### src/rtl/uart_tx.sv
// uart_tx: 8-bit UART transmitter with a small transmit FIFO.
// Frame format is 8N1 by default. Defining UART_TX_PARITY_EN adds an even
// parity bit after data bit 7, giving 8E1 (11 bit times per frame).
// FIFO storage is a plain array with a registered read, so it maps to RAM.
module uart_tx #(
    parameter int CLKS_PER_BIT = 868,
    parameter int FIFO_DEPTH   = 4
) (
    input  logic       sys_clk,
    input  logic       rst,
    input  logic [7:0] tx_data,
    input  logic       tx_valid,
    output logic       tx_ready,
    output logic       tx_serial,
    output logic       tx_busy
);

    localparam int AW = $clog2(FIFO_DEPTH);
    localparam int CW = (CLKS_PER_BIT > 1) ? $clog2(CLKS_PER_BIT) : 1;
    localparam logic [CW-1:0] BAUD_LAST = CW'(CLKS_PER_BIT - 1);
    localparam logic [AW:0]   DEPTH_C   = (AW + 1)'(FIFO_DEPTH);

    localparam logic [2:0] IDLE   = 3'd0;
    localparam logic [2:0] START  = 3'd1;
    localparam logic [2:0] DATA   = 3'd2;
`ifdef UART_TX_PARITY_EN
    localparam logic [2:0] PARITY = 3'd3;
`endif
    localparam logic [2:0] STOP   = 3'd4;

    logic [7:0]    fifo_mem [FIFO_DEPTH];
    logic [AW-1:0] wr_ptr_reg;
    logic [AW-1:0] rd_ptr_reg;
    logic [AW:0]   count_reg;

    logic [2:0]    state_reg;
    logic [CW-1:0] baud_cnt_reg;
    logic [2:0]    bit_idx_reg;
    logic [7:0]    shift_reg;
    logic          tx_serial_reg;
`ifdef UART_TX_PARITY_EN
    logic          parity_reg;
`endif

    logic fifo_empty;
    logic push;
    logic pop;
    logic bit_end;

    // Handshake and pop decisions. A pop happens either from IDLE or at the
    // very end of a stop bit, so back-to-back frames have no idle gap.
    always_comb begin
        fifo_empty = (count_reg == '0);
        tx_ready   = (count_reg < DEPTH_C);
        push       = tx_valid && tx_ready && !rst;
        bit_end    = (baud_cnt_reg == BAUD_LAST);
        pop        = !fifo_empty &&
                     ((state_reg == IDLE) || ((state_reg == STOP) && bit_end));
        tx_busy    = (state_reg != IDLE) || !fifo_empty;
    end

    assign tx_serial = tx_serial_reg;

    // FIFO storage write port; no reset so it can live in RAM.
    always_ff @(posedge sys_clk) begin
        if (push) begin
            fifo_mem[wr_ptr_reg] <= tx_data;
        end
    end

    // FIFO pointers and occupancy; pointers wrap naturally (power-of-two depth).
    always_ff @(posedge sys_clk) begin
        if (rst) begin
            wr_ptr_reg <= '0;
            rd_ptr_reg <= '0;
            count_reg  <= '0;
        end else begin
            if (push) wr_ptr_reg <= wr_ptr_reg + 1'b1;
            if (pop)  rd_ptr_reg <= rd_ptr_reg + 1'b1;
            case ({push, pop})
                2'b10:   count_reg <= count_reg + 1'b1;
                2'b01:   count_reg <= count_reg - 1'b1;
                default: count_reg <= count_reg;
            endcase
        end
    end

    // Frame sequencer: shifts the popped byte out LSB first, one bit per
    // CLKS_PER_BIT cycles, with the line value registered at each boundary.
    always_ff @(posedge sys_clk) begin
        if (rst) begin
            state_reg     <= IDLE;
            baud_cnt_reg  <= '0;
            bit_idx_reg   <= '0;
            shift_reg     <= '0;
            tx_serial_reg <= 1'b1;
`ifdef UART_TX_PARITY_EN
            parity_reg    <= 1'b0;
`endif
        end else begin
            case (state_reg)
                IDLE: begin
                    baud_cnt_reg <= '0;
                    if (pop) begin
                        shift_reg     <= fifo_mem[rd_ptr_reg];
`ifdef UART_TX_PARITY_EN
                        parity_reg    <= ^fifo_mem[rd_ptr_reg];
`endif
                        tx_serial_reg <= 1'b0;
                        state_reg     <= START;
                    end
                end
                START: begin
                    if (bit_end) begin
                        baud_cnt_reg  <= '0;
                        bit_idx_reg   <= '0;
                        tx_serial_reg <= shift_reg[0];
                        shift_reg     <= {1'b0, shift_reg[7:1]};
                        state_reg     <= DATA;
                    end else begin
                        baud_cnt_reg <= baud_cnt_reg + 1'b1;
                    end
                end
                DATA: begin
                    if (bit_end) begin
                        baud_cnt_reg <= '0;
                        if (bit_idx_reg == 3'd7) begin
`ifdef UART_TX_PARITY_EN
                            tx_serial_reg <= parity_reg;
                            state_reg     <= PARITY;
`else
                            tx_serial_reg <= 1'b1;
                            state_reg     <= STOP;
`endif
                        end else begin
                            bit_idx_reg   <= bit_idx_reg + 1'b1;
                            tx_serial_reg <= shift_reg[0];
                            shift_reg     <= {1'b0, shift_reg[7:1]};
                        end
                    end else begin
                        baud_cnt_reg <= baud_cnt_reg + 1'b1;
                    end
                end
`ifdef UART_TX_PARITY_EN
                PARITY: begin
                    if (bit_end) begin
                        baud_cnt_reg  <= '0;
                        tx_serial_reg <= 1'b1;
                        state_reg     <= STOP;
                    end else begin
                        baud_cnt_reg <= baud_cnt_reg + 1'b1;
                    end
                end
`endif
                STOP: begin
                    if (bit_end) begin
                        baud_cnt_reg <= '0;
                        if (pop) begin
                            shift_reg     <= fifo_mem[rd_ptr_reg];
`ifdef UART_TX_PARITY_EN
                            parity_reg    <= ^fifo_mem[rd_ptr_reg];
`endif
                            tx_serial_reg <= 1'b0;
                            state_reg     <= START;
                        end else begin
                            state_reg <= IDLE;
                        end
                    end else begin
                        baud_cnt_reg <= baud_cnt_reg + 1'b1;
                    end
                end
                default: begin
                    state_reg     <= IDLE;
                    baud_cnt_reg  <= '0;
                    tx_serial_reg <= 1'b1;
                end
            endcase
        end
    end

endmodule

### config.mk
export PLATFORM = sky130hd
export DESIGN_NAME = uart_tx
export DESIGN_NICKNAME = d
export VERILOG_FILES = /design/src/rtl/uart_tx.sv
export SDC_FILE = /design/constraint.sdc
export NUM_CORES = 1
export LEC_CHECK = 0
export CORE_UTILIZATION = 59
export CTS_BUF_LIST = sky130_fd_sc_hd__clkbuf_4 sky130_fd_sc_hd__clkbuf_8 sky130_fd_sc_hd__clkbuf_16
export DETAILED_ROUTE_END_ITERATION = 12
export PLACE_DENSITY = 0.78
export RECOVER_POWER = 50
export REMOVE_ABC_BUFFERS = 1
export SLEW_MARGIN = 20
export SYNTH_ARGS = -nofsm -noshare
export SYNTH_HDL_FRONTEND = slang
export SYNTH_SLANG_ARGS = --single-unit
### constraint.sdc
create_clock -name sys_clk -period 3.5 [get_ports sys_clk]
set_input_delay 0.7 -clock sys_clk [delete_from_list [all_inputs] [get_ports sys_clk]]
set_output_delay 0.7 -clock sys_clk [all_outputs]
set_load 0.05 [all_outputs]
==> metrics.txt <==
status finished, final reports clean; XOR/XNOR share of the synthesized area 4.59%; FF-to-FF path depth 10; placed cell areas 0.00301 mm2; max incr delay on CP 0.47 ns; Hold Vio Cnt, Final 0; flop2flop setup slack roughly 0.44 ns; worst-path fanout max 4; Pins Over Slew Limit 0; YS warnings 0; antenna-violating nets left 0; # Post-CTS Setup Buffers 0; worst slew pin tran between 0.8 and 0.9 ns; post-synthesis register bit count between 60 and 70; Cells on Worst Hold Path 2; Placeable Area 0.00450 mm2; drt wl/cell roughly 15 um; post-synthesis mux area share 8.74%; synthesized instance count 240; Final period util 87.5%; Tot Pwr 0.00222 W; Antenna diodes 0; Min-Delay Path Class flip-flop to flip-flop; Post-synth top flop dfxtp_1; DIE WIDTH 71.7 um; IO Port Bufs 13; cell chain of the critical path ha_1 -> or4b_4 -> or3_1 -> a21oi_2 -> ha_1 -> inv_1 -> fa_1 -> xor2_1 -> or3_1 -> a21oi_1; CP Class flip-flop to flip-flop; r2r endpoint count_reg[2]; slowest cell on the critical path or4b_4; Yosys cell types 41; drt via density 5.74; Initial Util 63.6%; PD cells around 700 mW/mm2; most frequent cell after synthesis dfxtp_1; Overflow after GRT 0; vias in the first global route roughly 1700; Cells after DPL 295; clock-pin transition on the worst setup and hold timing paths around 0.07 ns; clock sinks 66; Remaining DRCs 0; Mean Syn Cell Area 11.9 um2; Seq/Total Area, Yosys between 50% and 60%; Synth Area in Compound Gates 7.95%; simple-gate area share of the yosys netlist a little over an eighth; DP HPWL 3180 um; via count roughly 1800; pre-CTS setup slack between 0.4 and 0.5 ns; Area Growth Syn to Fin 11.0%; CP startpoint baud_cnt_reg[0]; Peak VDD IR 0.564 mV; Routability Congestion about 0.76; H-tree Lvls 3; final worst slack 0.438 ns; crit end category flip-flop; Post-synth EDFFs 32; worst r2r src baud_cnt_reg[0]; final wirelength between 4000 and 5000 um; leakage power 1.08 nW; Tmin final 3.06 ns; most frequent cells after synthesis dfxtp_1, edfxtp_1, nor2_1, a21oi_1; asr flop ratio synth 0%; Top Ports 14; clk_skew 0.00894 ns; adder-cell share of the synthesized area 4.20%; Layout Nets 274; Clock Root Buffer clkbuf_8; FILL cells ~330; Worst Path Arrival approximately 3.3 ns; number of hold buffers added after CTS 0; Final TNS setup 0 ns; max-cap viol count 0; Num CTS Buffers 9; layout cells sized above 1 12.7%; Std-Cell Rows 24; Vert. Die Dim 71.7 um; Design Area, Final 0.00318 mm2; final instance count without filler cells 311; antenna violations before repair 0; drt pass-1 iters 4; worst skew pair latency 0.34 ns; max reg flops 32; Req. time, crit path 3.77 ns; WHS Endpoint bit_idx_reg[1]; # resized after CTS 0; Die Footprint ~0.0051 mm2; global-route wire length before repair 7760 um; GRT Overall Usage 20.5%; cell area after synthesis 0.00286 mm2; Slew HR 39.9%; Worst Min Path Start bit_idx_reg[1]; Max Fclk 0.327 GHz; Final Setup Violations 0; CTS tree yes; largest cells by area after synthesis edfxtp_1, dfxtp_1, mux4_2; Clock Path Buffers 2; drt first-iter violations 112; largest net degree at the start of global routing 24; CP Launch Type flip-flop; top-area cell type share of the netlist area 33.6%; Synth area leader edfxtp_1; main combinational cell family by area after synthesis simple AND/OR/NAND/NOR gates; RSZ-0062 raised after global routing false
how the worst max path moves through the flow:
stage,endpoint,slack [ns],cells after the start
after global routing,count_reg[2],0.23,10
final,count_reg[2],0.44,10
after global placement,count_reg[2],0.51,10
after CTS,count_reg[2],0.41,10
after detailed placement,count_reg[2],0.44,10
after floorplan,count_reg[2],0.61,10
kinds of logic after synthesis:
logic type,Yosys count
AOI/OAI and AO/OA,38
xor gates and xnor gates,15
adders and majority gates,9
buffers and inverters,24
DFF,66
muxes,15
and+or+nand+nor,73
area by class of cell:
type                            instances  area [um2]  area share, %
Clock buffer                           10         131           4.13
Timing Repair Buffer                   14         138           4.33
Tap cell                               52        65.1           2.05
Inverter                               13        48.8           1.54
Sequential cell                        66        1640           51.7
Multi-Input combinational cell        150        1110           34.9
Clock inverter                          6        43.8           1.38
per-stage QoR:
step                      utilization, %  hold slack, ns
after floorplan                        -           0.430
after global routing                70.6           0.488
after global placement              66.9           0.446
final                               70.6           0.458
after CTS                           70.8           0.461
after detailed placement            66.9           0.451
worst max-delay path, delay by kind of cell, from the launching register on:
| family | cells | cell delay [ns] |
|---|---|---|
| AND/OR/NAND/NOR | 3 | 1.19 |
| adder cells (fa/ha/maj) | 3 | 0.81 |
| AO/OA/AOI/OAI | 2 | 0.42 |
| flip-flops | 1 | 0.37 |
| XOR/XNOR | 1 | 0.16 |
| buffers and inverters | 1 | 0.06 |
metal layers:
metal  part of all wire, %  track usage, %  vias to the layer above
li1                      -               -                      888
met1                    46            26.6                      850
met2                    47            31.8                       41
met3                   5.2            6.75                        6
met4                   1.3            9.15                        0
met5                     0               0                        -
cells in the final DEF, fill, tap and decap left out, types with 8 or more instances in the layout:
| cell type | synthesis | routed |
|---|---|---|
| dlygate4sd3_1 | 0 | 9 |
| dfxtp_1 | 34 | 34 |
| o21ai_0 | 13 | 13 |
| or3_1 | 11 | 11 |
| inv_1 | 13 | 13 |
| nand3_1 | 9 | 9 |
| clkbuf_8 | 0 | 9 |
| ha_1 | 8 | 8 |
| a21oi_1 | 15 | 15 |
| edfxtp_1 | 32 | 32 |
| nor2_1 | 22 | 22 |
| xnor2_1 | 10 | 10 |
| nand2_1 | 8 | 8 |
| mux4_2 | 8 | 8 |
power breakdown:
group / switching [W] / total (W) / leakage (nW) / internal [W]
sequential: 0.0000891 / 0.00100 / 0.567 / 0.000915
clock: 0.000286 / 0.000550 / 0.0779 / 0.000264
combinational: 0.000362 / 0.000665 / 0.432 / 0.000303
Note: power is estimated with default switching activity, not from simulation.
